## src/rtl/accel_pkg.sv

```systemverilog
// Shared accelerator constants and the state type for the Taylor-series e^x sequencer.
package accel_pkg;

    localparam logic [15:0] Q88_ONE         = 16'h0100;
    localparam logic [15:0] Q88_SAT         = 16'hFFFF;
    localparam int unsigned RECIP_ROM_DEPTH = 12;

    typedef enum logic [2:0] {
        ST_IDLE,
        ST_MULX,
        ST_MULR,
        ST_ACC,
        ST_DONE
    } exp_taylor_seq_state;

endpackage

```

## src/rtl/exp_taylor_seq_q88_mul.sv

```systemverilog
// Unsigned Q8.8 x Q8.8 multiply: truncates to Q8.8, saturates when the integer part overflows.
module q88_mul
    import accel_pkg::*;
(
    input  logic [15:0] a_i,
    input  logic [15:0] b_i,
    output logic [15:0] p_o,
    output logic        sat_o
);

    logic [31:0] prod;

    assign prod  = {16'b0, a_i} * {16'b0, b_i};
    assign sat_o = |prod[31:24];
    assign p_o   = sat_o ? Q88_SAT : prod[23:8];

endmodule

```

## src/rtl/exp_taylor_seq.sv

```systemverilog
// Iterative e^x = sum x^n/n! evaluator in unsigned Q8.8, reading 1/n from an external ROM.
module exp_taylor_seq
    import accel_pkg::*;
#(
    parameter int unsigned N_TERMS = 12,
    parameter int unsigned DW      = 16
) (
    input  logic          clk,
    input  logic          rst,
    input  logic          start,
    input  logic [DW-1:0] x_in,
    output logic [3:0]    rom_addr,
    input  logic [DW-1:0] rom_data,
    output logic          busy,
    output logic          done,
    output logic [DW-1:0] result,
    output logic          ovf
);

    exp_taylor_seq_state state_q;
    logic [15:0] x_q, term_q, sum_q, result_q;
    logic [3:0]  n_q;
    logic        busy_q, done_q, ovf_q;

    logic [15:0] mul_b, mul_p;
    logic        mul_sat;
    logic [16:0] sum_d;

    // One multiplier shared by both product steps; operand B selects x or 1/n.
    assign mul_b = (state_q == ST_MULR) ? rom_data : x_q;

    q88_mul u_mul (
        .a_i   (term_q),
        .b_i   (mul_b),
        .p_o   (mul_p),
        .sat_o (mul_sat)
    );

    assign sum_d = {1'b0, sum_q} + {1'b0, term_q};

    always_comb begin
        rom_addr = '0;
        if (state_q == ST_MULR) begin
            rom_addr = n_q - 4'd1;
        end
    end

    always_ff @(posedge clk) begin
        if (rst) begin
            state_q  <= ST_IDLE;
            x_q      <= '0;
            term_q   <= '0;
            sum_q    <= '0;
            n_q      <= '0;
            result_q <= '0;
            busy_q   <= 1'b0;
            done_q   <= 1'b0;
            ovf_q    <= 1'b0;
        end else begin
            done_q <= 1'b0;
            case (state_q)
                ST_IDLE: begin
                    if (start) begin
                        x_q      <= x_in;
                        term_q   <= Q88_ONE;
                        sum_q    <= Q88_ONE;
                        n_q      <= 4'd1;
                        ovf_q    <= 1'b0;
                        result_q <= '0;
                        busy_q   <= 1'b1;
                        state_q  <= ST_MULX;
                    end
                end
                ST_MULX: begin
                    term_q  <= mul_p;
                    ovf_q   <= ovf_q | mul_sat;
                    state_q <= ST_MULR;
                end
                ST_MULR: begin
                    term_q  <= mul_p;
                    ovf_q   <= ovf_q | mul_sat;
                    state_q <= ST_ACC;
                end
                ST_ACC: begin
                    sum_q <= sum_d[16] ? Q88_SAT : sum_d[15:0];
                    ovf_q <= ovf_q | sum_d[16];
                    if (n_q == 4'(N_TERMS)) begin
                        state_q <= ST_DONE;
                    end else begin
                        n_q     <= n_q + 4'd1;
                        state_q <= ST_MULX;
                    end
                end
                ST_DONE: begin
                    result_q <= sum_q;
                    done_q   <= 1'b1;
                    busy_q   <= 1'b0;
                    state_q  <= ST_IDLE;
                end
                default: state_q <= ST_IDLE;
            endcase
        end
    end

    assign busy   = busy_q;
    assign done   = done_q;
    assign result = result_q;
    assign ovf    = ovf_q;

endmodule

```

## config.mk

```make
export PLATFORM = sky130hd
export DESIGN_NAME = exp_taylor_seq
export DESIGN_NICKNAME = d
export VERILOG_FILES = /design/src/rtl/accel_pkg.sv /design/src/rtl/exp_taylor_seq_q88_mul.sv /design/src/rtl/exp_taylor_seq.sv
export SDC_FILE = /design/constraint.sdc
export NUM_CORES = 1
export LEC_CHECK = 0
export ABC_AREA = 1
export ABC_CLOCK_PERIOD_IN_PS = 21400
export BUFFER_PORTS_ARGS = -buffer_cell sky130_fd_sc_hd__clkbuf_2
export CAP_MARGIN = 20
export CORE_MARGIN = 5
export CORE_UTILIZATION = 70
export CTS_BUF_LIST = sky130_fd_sc_hd__clkbuf_4 sky130_fd_sc_hd__clkbuf_8
export DETAILED_ROUTE_END_ITERATION = 16
export PLACE_DENSITY = 0.89
export SLEW_MARGIN = 40
export SYNTH_ARGS = -nofsm -noshare
export SYNTH_HDL_FRONTEND = slang
export SYNTH_SLANG_ARGS = --single-unit
export TNS_END_PERCENT = 50
```

## constraint.sdc

```tcl
create_clock -name clk -period 21.4 [get_ports clk]
set_clock_uncertainty 0.2 [all_clocks]
set_input_delay 0 -clock clk [delete_from_list [all_inputs] [get_ports clk]]
set_output_delay 0 -clock clk [all_outputs]
set_load 0.02 [all_outputs]
```

-- Word level (Yosys, flattened, before mapping)
Index checks and enable logic that the tools add are counted.
Widths: inputs -> output; s select.
- $add $sub $neg: 3
- multiply operators: 1
- eq/ne operators: 7
- mux-type cells: 20
- bitwise gates (word level): 2
- reduce and logical (&&, ||, !) cells: 13
- operators by type and width (kind ; count):
    $pmux 16 s2 ; 3
    $mux 16 ; 5
    $mul 16x16->32 ; 1
    $add 16x16->17 ; 1
    $mux 4 ; 3
    $pmux 3 s4 ; 1
    $reduce_and 2->1 ; 5
    $pmux 4 s2 ; 1
    $reduce_or 8->1 ; 1
    $eq 3x2->1 const B ; 2
    $mux 3 ; 2
    $reduce_bool 2->1 ; 3
    $add 4x1->4 const B ; 1
    $eq 4x4->1 const B ; 1
    $ne 2x2->1 const B ; 2
    $sub 4x1->4 const B ; 1
    $eq 3x1->1 const B ; 1
    $eq 3x3->1 const B ; 1
    $logic_not 3->1 ; 1
    $mux 1 ; 3
    $pmux 1 s3 ; 1
    $reduce_and 3->1 ; 1
    $reduce_bool 3->1 ; 1
    $or 1x1->1 ; 2
    2 further kinds ; 2
- bits in registers: 74
- output and inout port bits: 23
- word-level logic and storage cells: 55

-- Logic depth before layout (Yosys ltp)
- depth in word-level cells: 6
- gate-level depth with buffers: 39
- gate-level depth less buffers: 35

-- By module
A second synthesis with hierarchy kept.
- cells, all modules: 1893
- area total of the unflattened synthesis: 13342.8 um^2
- modules (own cells, without submodules) (module ; times used ; cells each ; area an instance (um^2)):
    q88_mul ; 1 ; 1333 ; 9424.0
    exp_taylor_seq ; 1 ; 560 ; 3918.8

-- Worst setup path before layout
No wires, ideal clock.
- path type: register to register
- start point: register state_q[2]
- end point: register term_q[0]
- library setup time: 0.113 ns
- arrival: 6.440 ns
- data required time: 21.087 ns
- setup slack: 14.648 ns
- stages on the path, launching flop included: 36
- path buffers: 4
- path through: dfxtp_1 > inv_2 > nand3_4 > clkbuf_1 > nand2_1 > o21ai_1 > clkbuf_1 > nor2_1 > fa_1 > inv_1 > fa_1 > fa_1 > fa_1 > inv_1 > fa_1 > inv_1 > fa_1 > inv_1 > ha_1 > nand2_1 > inv_1 > a21oi_1 > a21oi_1 > nor2_1 > nand2_1 > nand2_1 > nand3_1 > nand2_1 > nand3_1 > nor2_1 > and2_1 > buf_4 > buf_8 > nand2_1 > nand2_1 > nand2_1
- longest elaborated chain between the ends: 6
- elaborated cells between the ends (all ways): 12
- classes of those cells: mul (1); eq/ne (3); mux (3); reduce/logical (5)
- RTL lines (item ; RTL line ; source):
    start, declared ; exp_taylor_seq.sv:20 ; exp_taylor_seq_state state_q;
    start signal, assigned ; exp_taylor_seq.sv:50 ; state_q <= ST_IDLE;
    start signal, assigned ; exp_taylor_seq.sv:71 ; state_q <= ST_MULX;
    start signal, assigned ; exp_taylor_seq.sv:77 ; state_q <= ST_MULR;
    $eq 3x2->1 ; exp_taylor_seq.sv:30, exp_taylor_seq.sv:61 ;
    $mux 16 ; exp_taylor_seq.sv:30 ; assign mul_b = (state_q == ST_MULR) ? rom_data : x_q;
    $mul 16x16->32 ; exp_taylor_seq_q88_mul.sv:13 ; assign prod = {16'b0, a_i} * {16'b0, b_i};
    $reduce_or 8->1 ; exp_taylor_seq_q88_mul.sv:14 ; assign sat_o = |prod[31:24];
    $mux 16 ; exp_taylor_seq_q88_mul.sv:15 ; assign p_o = sat_o ? Q88_SAT : prod[23:8];
    $pmux 16 s2 ; exp_taylor_seq.sv:61 ; case (state_q)
    end signal, assigned ; exp_taylor_seq.sv:75 ; term_q <= mul_p;
    end signal, assigned ; exp_taylor_seq.sv:80 ; term_q <= mul_p;
    end, declared ; exp_taylor_seq.sv:21 ; logic [15:0] x_q, term_q, sum_q, result_q;
Parallel ways exist; a longest one is shown, timed or not.
A chain may end at the register's enable or synchronous reset.

-- Final worst setup path
- start point: register state_q[2]
- end point: register term_q[3]
The elaborated chain is that of the path after synthesis.

==> impl_metrics.csv <==
group,metric,value,unit
yosys,share_of_the_yosys_chip_area_belonging_to_registers,12.1,%
worst_hold_path,hold_path_class,"flip-flop to flip-flop",
route,initialDrtViolationCount,1020,
clock_network,worst_skew_pair.late_latency,0.37,ns
clock_network,clock_tree.buffer_depth,2,
placement,dp_hpwl,27.6,mm
route,first_pass_iters,9,
timing,worst_pin_slew,0.810,ns
finish,design.final.nets,2033,
floorplan,core_area,17200,um2
clock_network,tritoncts.num_buffers,9,
timing,grt_setup_unrepaired,"no",
timing,hold_viol,0,
route,antenna_violating_nets_post_route,0,
global_routing,most_congested_layer_reported_by_global_routing,"met2",
finish,layout.filler_cells,1222,
timing,setup_viol_count_final,0,
critical_path,reg2regPathDepth,31,
power_and_ir_drop,net_switching_power_figure,1180,uW
critical_path,critical_path_startpoint_category,"flip-flop",
power_and_ir_drop,leakage,0.00679,uW
power_and_ir_drop,worst_ir_drop_vdd,98.2,uV
placement,gp_routability_congestion,1.03,
route,detailroute.via_count,11132,
critical_path,critical_path.startpoint,"state_q[2]",
finish,post_route_cells_drive_above_1_share,6.57,%
route,route.detailed.vias_per_inst,5.81,
critical_path,critical_path.endpoint,"term_q[3]",
clock_network,clk_pin_slew,0.10,ns
finish,antenna-diode-count,0,
timing,timing.final.max_slew_violations,0,
critical_path,crit-reg2reg-capture,"term_q[3]",
timing,maximum_clock_frequency,0.121,GHz
floorplan,initial_utilization,71.2,%
power_and_ir_drop,seq_power_share,11.9,%
power_and_ir_drop,switching_share,59.7,%
critical_path,worstPathArrival,8.35,ns
critical_path,setup.worst_path.class,"flip-flop to flip-flop",
yosys,netlist_area,12300,um2
placement,numPortBuffers,57,
timing,max-slew-margin-rel,45.4,%
clock_network,cts-htree-levels,3,
global_routing,antenna_violations_before_repair,0,
critical_path,slowest_stage,"sky130_fd_sc_hd__o21ai_0",
clock_network,cts_root_buf,"sky130_fd_sc_hd__clkbuf_8",
floorplan,die_width,142,um
yosys,post_synth.cell_area_avg,7.51,um2
critical_path,cp_max_fo,35,
critical_path,cpPeakStageDelay,0.77,ns
clock_network,cts_sink_cnt,74,
global_routing,vias_in_the_first_global_route,11547,
yosys,synth.ff_latch_count,74,
yosys,synth_cell_types,43,
global_routing,grt_pass1_wl,56.7,mm
floorplan,core.rowCount,48,
power_and_ir_drop,power.internal,798,uW
power_and_ir_drop,power_frac_clock,5.5,%
timing,finalCritPeriodShare,38.7,%
critical_path,cp-end-kind,"flip-flop",
global_routing,met2_grt_util,56.7,%
status,status,"completed",
yosys,synth.net_count,1981,
critical_path,critical-path-top-cell-by-count,"sky130_fd_sc_hd__nand2_1",
finish,finish.cell_count_without_fillers,1915,
power_and_ir_drop,power_per_cell_area,151,nW/um2
worst_hold_path,holdPathStages,2,
timing,setup_total_negative_slack,0,ns
placement,place.detailed.instances,1881,
yosys,yosys_warnings,0,
run,cap_viol_max_count,0,
route,drt-wirelength-per-cell,18.2,um
yosys,netlist_instances,1633,
timing,final_period_minus_worst_setup_slack,8.29,ns
critical_path,timing.critical_path.required,21.46,ns
floorplan,num_io_pins,58,
global_routing,global_route.usage.met1,45.5,%
critical_path,reg2reg_slack,13.11,ns
power_and_ir_drop,pwr-share-comb,82.6,%
critical_path,regToRegStartpoint,"state_q[2]",
global_routing,globalRouteTotalUtil,35.3,%
floorplan,die_area,20300,um2
global_routing,grt_max_degree,37,
route,detail_route.wirelength,34.8,mm
global_routing,global_route.overflow_total,0,
global_routing,grtUsageMet3,9.91,%
route,detail_route.drc_violations,0,
finish,layout-area-overhead-vs-synth,7.00,%
floorplan,die_height,142,um
clock_network,tritoncts,"built",
[per-stage QoR]
step                cell area, um2  total power (uW)  hold slack (ns)  setup WS [ns]  utilization [%]
floorplan                    12300              1390           -0.122          14.65                -
global placement             12700              1770           0.0776          13.59             74.0
detailed placement           12800              1800           0.0845          13.31             74.0
CTS                          13100              1940            0.240          13.26             76.1
global route                 13100              2180            0.287          12.66             76.1
finish                       13100              1980            0.259          13.11             76.1
[kinds of logic after synthesis]
family	after synthesis	synth area share (%)
adders and majority gates	313	43.8
DFF	74	12.1
buffers and inverters	401	12.4
AOI/OAI and AO/OA	198	9.20
xor gates and xnor gates	29	2.07
and+or+nand+nor	618	20.4
[cell usage in the layout, fill, tap and decap left out, types with 6 or more instances in the layout]
cell / instances
sky130_fd_sc_hd__inv_1: 341
sky130_fd_sc_hd__nand2_1: 339
sky130_fd_sc_hd__fa_1: 194
sky130_fd_sc_hd__nor2_1: 188
sky130_fd_sc_hd__ha_1: 119
sky130_fd_sc_hd__a21oi_1: 87
sky130_fd_sc_hd__dfxtp_1: 74
sky130_fd_sc_hd__o21ai_0: 60
sky130_fd_sc_hd__clkbuf_2: 57
sky130_fd_sc_hd__nand3_1: 50
sky130_fd_sc_hd__dlygate4sd3_1: 18
sky130_fd_sc_hd__xnor2_1: 17
sky130_fd_sc_hd__buf_4: 16
sky130_fd_sc_hd__xor2_1: 12
sky130_fd_sc_hd__a32o_1: 12
sky130_fd_sc_hd__nor3_1: 11
sky130_fd_sc_hd__o21ai_1: 9
sky130_fd_sc_hd__clkbuf_8: 9
sky130_fd_sc_hd__nand2_2: 7
sky130_fd_sc_hd__clkinv_1: 7
sky130_fd_sc_hd__a31oi_1: 6
sky130_fd_sc_hd__a21o_1: 6
[area by class of cell]
cell class | count | area (um2) | area share, %
timing repair buffer | 91 | 586 | 4.46
clock buffer | 9 | 124 | 0.944
multi-input combinational | 1158 | 9270 | 70.6
clock inverter | 7 | 66.3 | 0.505
inverter | 351 | 1320 | 10.0
tap | 225 | 282 | 2.15
sequential | 74 | 1480 | 11.3
[synth_stat cells (all sizes together)]
master	count	area share [%]
o31a	1	0.071
a211oi	3	0.18
nor4	4	0.20
a221oi	2	0.14
fa	194	32
nand3b	4	0.24
o311ai	1	0.071
a21boi	3	0.18
nand3	52	2.3
dfxtp	74	12
a311oi	2	0.14
a31o	2	0.14
buf	9	0.41
and2	1	0.051
inv	343	10
a21oi	87	3.6
a21o	6	0.37
o21bai	1	0.061
clkbuf	41	1.3
nor2	193	6.0
nand2	348	11
o21ai	69	2.8
clkinv	8	0.24
a32o	12	0.98
or2	1	0.051
nor3	11	0.45
a31oi	6	0.31
xor2	12	0.86
ha	119	12
o21a	3	0.18
nand4	4	0.20
xnor2	17	1.2
[registers in the layout, summed over array words and instances, names as in the netlist]
register and flops:
result 16, x_q 16, sum_q 16, done 1
term_q 16, n_q 4, state_q 3, busy 1
ovf 1
[worst max-delay path: cells and delay by family, from the launching register on]
kind	cells	cell delay (ns)
adders and majority gates	7	3.36
and+or+nand+nor	18	2.77
AOI/OAI and AO/OA	1	0.77
buffers and inverters	5	0.69
DFF	1	0.37
[metal layers]
metal | vias up | wire [um]
met2 | 644 | 16100
met4 | 0 | 1540
met5 | - | 0
li1 | 5085 | -
met1 | 5279 | 13200
met3 | 124 | 3980
[worst min-delay path by stage]
stage             from         end  slack [ns]
2_1_floorplan      rst  state_q[0]       -0.12
3_3_place_gp   x_in[4]      x_q[4]        0.08
3_5_place_dp   x_in[9]      x_q[9]        0.08
4_1_cts        x_in[9]      x_q[9]        0.24
5_1_grt         x_q[8]      x_q[8]        0.29
6_report        x_q[8]      x_q[8]        0.26
[repair_timing]
item                      in CTS  in global routing
hold buffers                  18                  0
resized for setup              0                  0
hold endpoints to repair      26                  0
buffers inserted               0                  0
[power by group through the flow]
stage / clock [uW] / combinational [uW] / sequential, uW
floorplan: 0 / 1210 / 179
global placement: 0 / 1540 / 230
detailed placement: 0 / 1570 / 231
CTS: 110 / 1600 / 227
global route: 116 / 1830 / 233
finish: 109 / 1640 / 235
Power figures use the tool's default switching activity.
